<file path="src/rtl/io_defs.sv">
// io_defs: shared constants for the I/O access sequencer.
//   - I/O addresses of the port A/B registers (ATmega32A map)
//   - operation codes and FSM state encoding
//   - one-hot register select bit positions
//   - bit_modify helper for the SBI/CBI read-modify-write
package io_defs;

    localparam logic [5:0] AddrPinb  = 6'h16;
    localparam logic [5:0] AddrDdrb  = 6'h17;
    localparam logic [5:0] AddrPortb = 6'h18;
    localparam logic [5:0] AddrPina  = 6'h19;
    localparam logic [5:0] AddrDdra  = 6'h1A;
    localparam logic [5:0] AddrPorta = 6'h1B;

    typedef enum logic [1:0] {
        OpIn  = 2'd0,
        OpOut = 2'd1,
        OpSbi = 2'd2,
        OpCbi = 2'd3
    } op_e;

    typedef enum logic [1:0] {
        StIdle,
        StAccess,
        StWrite,
        StDone
    } state_e;

    // Bit positions inside the one-hot register select vector.
    localparam int unsigned NumRegs  = 6;
    localparam int unsigned SelPina  = 0;
    localparam int unsigned SelDdra  = 1;
    localparam int unsigned SelPorta = 2;
    localparam int unsigned SelPinb  = 3;
    localparam int unsigned SelDdrb  = 4;
    localparam int unsigned SelPortb = 5;

    // Set (set=1) or clear (set=0) bit idx of value.
    function automatic logic [7:0] bit_modify(input logic [7:0] value,
                                              input logic [2:0] idx,
                                              input logic       set);
        logic [7:0] mask;
        mask = 8'h01 << idx;
        return set ? (value | mask) : (value & ~mask);
    endfunction

endpackage

</file>
<file path="src/rtl/io_addr_decode.sv">
// io_addr_decode: combinational I/O address decoder.
// Ports:
//   addr   in  6  I/O address
//   write  in  1  operation writes the register (OUT/SBI/CBI)
//   sel    out 6  one-hot register select (bit positions from io_defs)
//   legal  out 1  address is mapped and, for writes, is a DDRx/PORTx register
module io_addr_decode
    import io_defs::*;
(
    input  logic [5:0]         addr,
    input  logic               write,
    output logic [NumRegs-1:0] sel,
    output logic               legal
);

    always_comb begin
        sel = '0;
        case (addr)
            AddrPina:  sel[SelPina]  = 1'b1;
            AddrDdra:  sel[SelDdra]  = 1'b1;
            AddrPorta: sel[SelPorta] = 1'b1;
            AddrPinb:  sel[SelPinb]  = 1'b1;
            AddrDdrb:  sel[SelDdrb]  = 1'b1;
            AddrPortb: sel[SelPortb] = 1'b1;
            default:   sel = '0;
        endcase
    end

    // PIN registers are read-only.
    assign legal = (|sel) & ~(write & (sel[SelPina] | sel[SelPinb]));

endmodule

</file>
<file path="src/rtl/io_access_sequencer.sv">
// io_access_sequencer: executes single IN/OUT/SBI/CBI operations against
// the GPIO port A/B registers.
// Ports:
//   clk, clr                 clock, asynchronous active-high reset
//   req, op, io_addr,        operation request and its operands
//   bit_sel, wdata
//   pina_in .. portb_in      current GPIO register values
//   wr_data                  shared write data (0x00 when no enable is high)
//   ddra_we .. portb_we      single-cycle register write enables
//   rdata                    result of the last legal IN
//   busy, done, err          status; err qualifies done
// Every output comes straight from a flop: the next-cycle values are
// computed one state ahead in the next-state logic.
module io_access_sequencer
    import io_defs::*;
(
    input  logic       clk,
    input  logic       clr,
    input  logic       req,
    input  logic [1:0] op,
    input  logic [5:0] io_addr,
    input  logic [2:0] bit_sel,
    input  logic [7:0] wdata,
    input  logic [7:0] pina_in,
    input  logic [7:0] ddra_in,
    input  logic [7:0] porta_in,
    input  logic [7:0] pinb_in,
    input  logic [7:0] ddrb_in,
    input  logic [7:0] portb_in,
    output logic [7:0] wr_data,
    output logic       ddra_we,
    output logic       porta_we,
    output logic       ddrb_we,
    output logic       portb_we,
    output logic [7:0] rdata,
    output logic       busy,
    output logic       done,
    output logic       err
);

    state_e             state_q, state_d;
    op_e                op_q, op_d;
    logic [2:0]         bit_q, bit_d;
    logic [NumRegs-1:0] sel_q, sel_d;
    logic               legal_q, legal_d;
    // wr_data_q doubles as the latched OUT data and as the SBI/CBI temp:
    // it is loaded with the modified read value at the end of ACCESS.
    logic [7:0]         wr_data_q, wr_data_d;
    logic [3:0]         we_q, we_d;     // {ddra, porta, ddrb, portb}
    logic [7:0]         rdata_q, rdata_d;
    logic               busy_q, busy_d;
    logic               done_q, done_d;
    logic               err_q, err_d;

    logic [NumRegs-1:0] dec_sel;
    logic               dec_legal;
    logic [7:0]         read_val;

    // Decode is done once at acceptance; the select and legality are latched.
    io_addr_decode u_decode (
        .addr  (io_addr),
        .write (op != OpIn),
        .sel   (dec_sel),
        .legal (dec_legal)
    );

    always_comb begin
        read_val = 8'h00;
        if (sel_q[SelPina])  read_val = read_val | pina_in;
        if (sel_q[SelDdra])  read_val = read_val | ddra_in;
        if (sel_q[SelPorta]) read_val = read_val | porta_in;
        if (sel_q[SelPinb])  read_val = read_val | pinb_in;
        if (sel_q[SelDdrb])  read_val = read_val | ddrb_in;
        if (sel_q[SelPortb]) read_val = read_val | portb_in;
    end

    always_comb begin
        state_d   = state_q;
        op_d      = op_q;
        bit_d     = bit_q;
        sel_d     = sel_q;
        legal_d   = legal_q;
        wr_data_d = 8'h00;
        we_d      = 4'b0000;
        rdata_d   = rdata_q;

        case (state_q)
            StIdle: begin
                if (req) begin
                    op_d    = op_e'(op);
                    bit_d   = bit_sel;
                    sel_d   = dec_sel;
                    legal_d = dec_legal;
                    state_d = StAccess;
                    // OUT writes during ACCESS, so its enable is loaded now.
                    if ((op == OpOut) && dec_legal) begin
                        we_d      = {dec_sel[SelDdra], dec_sel[SelPorta],
                                     dec_sel[SelDdrb], dec_sel[SelPortb]};
                        wr_data_d = wdata;
                    end
                end
            end
            StAccess: begin
                state_d = StDone;
                unique case (op_q)
                    OpIn: begin
                        if (legal_q) rdata_d = read_val;
                    end
                    OpOut: begin
                    end
                    OpSbi, OpCbi: begin
                        if (legal_q) begin
                            state_d   = StWrite;
                            we_d      = {sel_q[SelDdra], sel_q[SelPorta],
                                         sel_q[SelDdrb], sel_q[SelPortb]};
                            wr_data_d = bit_modify(read_val, bit_q, op_q == OpSbi);
                        end
                    end
                endcase
            end
            StWrite: state_d = StDone;
            StDone:  state_d = StIdle;
            default: state_d = StIdle;
        endcase

        busy_d = (state_d != StIdle);
        done_d = (state_d == StDone);
        err_d  = (state_d == StDone) & ~legal_d;
    end

    always_ff @(posedge clk or posedge clr) begin
        if (clr) begin
            state_q   <= StIdle;
            op_q      <= OpIn;
            bit_q     <= 3'd0;
            sel_q     <= '0;
            legal_q   <= 1'b0;
            wr_data_q <= 8'h00;
            we_q      <= 4'b0000;
            rdata_q   <= 8'h00;
            busy_q    <= 1'b0;
            done_q    <= 1'b0;
            err_q     <= 1'b0;
        end else begin
            state_q   <= state_d;
            op_q      <= op_d;
            bit_q     <= bit_d;
            sel_q     <= sel_d;
            legal_q   <= legal_d;
            wr_data_q <= wr_data_d;
            we_q      <= we_d;
            rdata_q   <= rdata_d;
            busy_q    <= busy_d;
            done_q    <= done_d;
            err_q     <= err_d;
        end
    end

    assign wr_data  = wr_data_q;
    assign ddra_we  = we_q[3];
    assign porta_we = we_q[2];
    assign ddrb_we  = we_q[1];
    assign portb_we = we_q[0];
    assign rdata    = rdata_q;
    assign busy     = busy_q;
    assign done     = done_q;
    assign err      = err_q;

endmodule
</file>
<file path="config.mk">
export PLATFORM = sky130hd
export DESIGN_NAME = io_access_sequencer
export DESIGN_NICKNAME = d
export VERILOG_FILES = /design/src/rtl/io_defs.sv /design/src/rtl/io_addr_decode.sv /design/src/rtl/io_access_sequencer.sv
export SDC_FILE = /design/constraint.sdc
export NUM_CORES = 1
export LEC_CHECK = 0
export ABC_AREA = 1
export CAP_MARGIN = 30
export CORE_ASPECT_RATIO = 0.6
export CORE_MARGIN = 4
export CORE_UTILIZATION = 39
export CTS_BUF_LIST = sky130_fd_sc_hd__clkbuf_8
export CTS_CLUSTER_SIZE = 16
export DETAILED_ROUTE_END_ITERATION = 16
export PLACE_DENSITY = 0.77
export RECOVER_POWER = 25
export REMOVE_ABC_BUFFERS = 1
export SKIP_LAST_GASP = 1
export SYNTH_ARGS = -nofsm -noshare
export SYNTH_HDL_FRONTEND = slang
export SYNTH_SLANG_ARGS = --single-unit
</file>
<file path="constraint.sdc">
create_clock -name clk -period 1.42 [get_ports clk]
set_input_delay 0.213 -clock clk [delete_from_list [all_inputs] [get_ports clk]]
set_output_delay 0.213 -clock clk [all_outputs]
set_load 0.01 [all_outputs]
</file>
# Word-level counts from Yosys, hierarchy flattened
# Cells that the tools add are included.
[classes]
shifts = 1
n_mux = 29
n_eq_ne = 13
bitwise_logic = 14
n_reduce_logical = 9
[op_table]
columns = ["cell", "n"]
rows = [
  ["2-to-1 mux 8 bit", 11],
  ["OR 8 bit", 6],
  ["equality test 6 x 5 -> 1 bit, second input constant", 6],
  ["2-to-1 mux 4 bit", 4],
  ["case mux 8 bit (2 select lines)", 1],
  ["equality test 2 bit, second input constant", 5],
  ["2-to-1 mux 1 bit", 10],
  ["bitwise AND 8 bit", 1],
  ["inverter 8 bit", 1],
  ["case mux 2 bit (4 select lines)", 1],
  ["case mux 4 bit (2 select lines)", 1],
  ["left shift 1 x 3 -> 8 bit, first input constant", 1],
  ["OR reduction 6 bit", 1],
  ["equality test 2 x 1 -> 1 bit, second input constant", 2],
  ["zero test 2 bit", 2],
  ["nonzero test 2 bit", 2],
  ["bitwise AND 1 bit", 3],
  ["AND reduction 3 bit", 1],
  ["2-to-1 mux 2 bit", 1],
  ["inverter 1 bit", 2],
  ["AND reduction 2 bit", 1],
  ["OR reduction 2 bit", 1],
  ["logical AND 1 bit", 1],
  ["OR 1 bit", 1],
]
[word_totals]
input_bits = 70
ff_bits = 37
word_cells = 77

# Longest topological paths before layout
[logic_depth]
ltp_word = 16
depth_mapped = 9
mapped_depth_nobuf = 9

# By module
# Synthesis repeated with hierarchy kept, for this count alone.
[hier_totals]
hier_cells = 319
area_unflattened_um2 = 2105.8
[by_module_without_submodules]
columns = ["mod", "cells_each", "instances", "area_each_um2"]
rows = [
  ["io_access_sequencer", 293, 1, 1990.7],
  ["io_addr_decode", 26, 1, 115.1],
]

# Worst setup path before layout
# Ideal clock, no wire load.
[synth_path]
path_kind = "reg2reg"
from = "reg state_q[0]"
to = "reg we_q[0]"
t_required_ps = 1355
period_less_slack_ps = 1351
stages_incl_launch_ff = 9
slack_ps = 69
n_path_buf = 0
arrival_time_ps = 1286
setup_ps = 65
path_cell_list = "dfrtp_1 inv_1 ha_1 nand2_2 inv_2 nand3_1 nor3_1 nand3_1 nand2_1"
[synth_via]
elab_chain_len = 2
elab_cells_between_ends = 3
classes_between = "1 x eq/ne; 1 x mux; 1 x reduce/logical"
[synth_lines]
columns = ["item", "line_no", "source"]
rows = [
  ["from (decl)", "io_access_sequencer.sv:41", "state_e state_q, state_d;"],
  ["from (signal assigned)", "io_access_sequencer.sv:133", "state_q <= StIdle;"],
  ["from (signal assigned)", "io_access_sequencer.sv:145", "state_q <= state_d;"],
  ["equality test 2 x 1 -> 1 bit or zero test 2 bit (tied branches)", "io_access_sequencer.sv:87", "case (state_q)"],
  ["case mux 4 bit (2 select lines) (*)", "io_access_sequencer.sv:87", ""],
  ["via we_d[0]", "io_access_sequencer.sv:49", "logic [3:0] we_q, we_d;"],
  ["to (signal assigned)", "io_access_sequencer.sv:151", "we_q <= we_d;"],
  ["to (decl)", "io_access_sequencer.sv:49", ""],
]
# The timed path passes the listed nets; every way through them passes the cells marked *.
# A chain may end at the register's enable or synchronous reset.

# Final worst setup path
[layout_path]
from = "reg state_q[0]"
to = "reg busy_q, in the netlist busy"
[layout_via]
elab_chain_len = 3
elab_cells_between_ends = 7
classes_between = "3 x eq/ne; 2 x mux; 2 x reduce/logical"
[layout_lines]
columns = ["item", "line_no", "source"]
rows = [
  ["equality test 2 bit (tied with other cells)", "io_access_sequencer.sv:87", ""],
  ["case mux 2 bit (4 select lines) (*)", "io_access_sequencer.sv:87", ""],
  ["via state_d[0]", "io_access_sequencer.sv:41", ""],
  ["nonzero test 2 bit (*)", "io_access_sequencer.sv:126", "busy_d = (state_d != StIdle);"],
  ["via busy_d", "io_access_sequencer.sv:51", "logic busy_q, busy_d;"],
  ["to (signal assigned)", "io_access_sequencer.sv:153", "busy_q <= busy_d;"],
  ["to (decl)", "io_access_sequencer.sv:51", ""],
]
# Marked as above.

==> run summary <==
Outcome: complete, but fails checks
Failing checks: negative setup slack
Mapped cell area: 2130 µm²
Drt drc: 0
# rows: 20
Crit end category: flop
Leakage: 1.80 nW
First-pass GRT wire length: 10.8 mm
Cells after synthesis: 302
Clk pwr share: 25.1%
Routed Antenna Nets: 0
Rel. slew slack: 40.7%
Post-synth top area share: 43.4%
Starting Density: 41.2%
Worst min-delay path category: primary input to flop
Sequential-to-total area share from yosys stat: 43.4%
Worst setup margin: -3.03 ps
WHS: 459 ps
WL final: 6.77 mm
Worst Path Arrival: 1600 ps
Multi-input logic area: 1110 µm²
Sequential Power Share: 34.7%
Final setup fails: 1
Core area: 5180 µm²
Number of global-route vias before repair: 2,214
YS warnings: 0
Via count: 2,330
Post-DR wirelength/cell: 13.9 µm
Max Transition Viols Final: 0
Type of origin of the critical path: flop
CTS Sinks: 37
Fmax: 703 MHz
Final Hold Vio Count: 0
Maximum vdd drop: 0.510 mV
Clk buf depth: 2
Cells along the critical path: inv_2, ha_4, buf_4, a211o_1, and2_4, or2_1
Worst-path clk slew: 80 ps
Fin nets: 491
Die H: 65.3 µm
Worst-Skew Late Latency: 290 ps
Clock Skew: 9.83 ps
CP Data Required Time: 1600 ps
Internal power: 2.87 mW
Syn avg cell area: 7.07 µm²
Finished Layout Cells: 486
Comb power frac: 40.1%
IO buf count: 92
Pin count of the biggest net entering global routing: 38
Period utilization: 100%
Detailed Route Iter0 Violations: 106
CTS tree: built
Slowest stage delay, CP: 370 ps
Num CTS Buffers: 5
Number of top-level pins: 93
CTS root buf: clkbuf_8
Period minus WS final: 1420 ps
H-tree depth: 2
Die X: 104 µm
Netlist cell types: 29
Area grow syn2layout: 66.8%
Antenna Cells: 0
DR vias/cell: 4.79
Pwr dens: 1220 nW/µm²
Cells after DPL: 471
Synth Register Bits: 37
Maximum fanout along the worst path: 3
Initial antenna violation count: 0
1st-pass router iterations: 4
Post-synth top area cell: dfrtp_1
Fillers: 437
Die area: 6760 µm²
MaxCap Viol Count: 0
Fraction of final layout cells sized beyond drive strength 1: 16.4%
Unrepaired setup endpoints after global routing: true
DP HPWL: 5.14 mm
Placer Congestion: 0.867
Sw Share: 33.8%
Place WS: -216 ps
Flip-flop and latch area: 933 µm²
Synth area leaders: dfrtp_1 (43%), nand2_1 (19%), inv_1 (7.0%)
Remaining Overflow, GRT: 0
Psw: 1.47 mW
GRT Util Overall: 20.0%
Slowest CP cell: dfrtp_1
Crit path kind: flop to flop
Measured slew at the worst slew-check pin: 889 ps
-- power by group through the flow --
stage / sequential [mW] / clock, mW / combinational, mW
6_report: 1.51 / 1.09 / 1.74
3_3_place_gp: 1.51 / 0 / 1.52
4_1_cts: 1.50 / 1.09 / 1.56
5_1_grt: 1.54 / 1.17 / 1.92
2_1_floorplan: 1.52 / 0 / 0.764
3_5_place_dp: 1.52 / 0 / 1.54
-- sequential cells by signal, indices dropped and copies added (netlist names) --
name,count
state_q,2
op_q,2
done,1
busy,1
we_q,4
sel_q,6
rdata,8
err,1
wr_data,8
legal_q,1
bit_q,3
-- kinds of logic (layout without fill, tap and decap cells) --
logic type | after synthesis | after routing | synth area share, %
flops | 37 | 37 | 43.4
simple gates | 185 | 185 | 37.4
buf+inv | 50 | 168 | 9.50
compound gates | 28 | 28 | 8.56
fa+ha+maj | 2 | 2 | 1.17
-- cell usage after synthesis, drive strengths merged --
cell type / instances
or2: 4
nor3: 3
a21o: 2
a31oi: 8
clkbuf: 1
nand3: 26
nor2: 39
o21bai: 8
inv: 42
nand2: 109
ha: 2
o21ai: 8
nand4: 2
dfrtp: 37
a21oi: 1
and2: 1
nand3b: 1
buf: 7
a211o: 1
-- cell type report --
| type | count | area share (%) |
|---|---|---|
| repair buffers | 118 | 31.9 |
| multi-input cells | 215 | 31.3 |
| well taps | 66 | 2.32 |
| flip-flops and latches | 37 | 26.2 |
| clock inverters | 3 | 1.83 |
| clock buffers | 5 | 1.93 |
| inverters | 42 | 4.57 |
-- layout by cell type, fill, tap and decap left out, types with 2 or more instances in the layout --
master,count
dfrtp_1,31
bufinv_16,2
nor2_1,30
inv_2,4
clkbuf_8,5
nand2_2,3
nand2_1,105
a21o_1,2
buf_4,23
o21bai_1,8
dlymetal6s2s_1,7
nand3_1,24
clkdlybuf4s50_1,82
or2_0,2
ha_4,2
a31oi_1,8
inv_1,37
buf_6,2
nor2_2,5
nor2_4,4
nor3_4,2
dfrtp_2,6
o21ai_0,7
dlygate4sd2_1,3
-- worst paths after layout --
| kind | endpoint | slack [ps] | startpoint | cells after the start |
|---|---|---|---|---|
| worst max-delay path | busy | -3 | state_q[0] | 6 |
| worst min-delay path | wr_data[5] | 460 | wdata[5] | 3 |
| worst max register to register | busy | -3 | state_q[0] | 6 |
| worst min register to register | rdata[0] | 550 | rdata[0] | 2 |
| max in group asynchronous | sel_q[0] | 310 | clr | 3 |
| min in group asynchronous | bit_q[0] | 490 | clr | 3 |
-- what timing repair did --
action | 4_1_cts | 5_1_grt
hold buffers | 0 | 0
hold endpoints to repair | 0 | 0
buffers inserted | 0 | 7
gates resized for setup | 11 | 36
pin swaps | 0 | 10
endpoints found under the setup margin | 16 | 33
-- per-layer routing --
layer | GRT usage, % | part of all wire, %
met4 | 4.48 | 1.1
met2 | 30.7 | 43
met1 | 27.8 | 45
met3 | 6.28 | 11
met5 | 0 | 0
-- per-stage QoR --
stage | instance area [µm²] | utilization (%) | setup TNS (ps) | power [mW]
2_1_floorplan | 2090 | - | -28.7 | 2.29
3_3_place_gp | 3250 | 62.7 | -2050 | 3.03
3_5_place_dp | 3250 | 62.7 | -2760 | 3.06
4_1_cts | 3410 | 65.8 | -24.9 | 4.16
5_1_grt | 3560 | 68.7 | -294 | 4.63
6_report | 3560 | 68.7 | -3.03 | 4.34
-- critical path, delay by kind of cell, from the launching register on --
family	cells	cell delay, ps
flops	1	370
buf+inv	2	190
compound gates	1	230
fa+ha+maj	1	180
simple gates	2	350
Power figures use the tool's default switching activity.
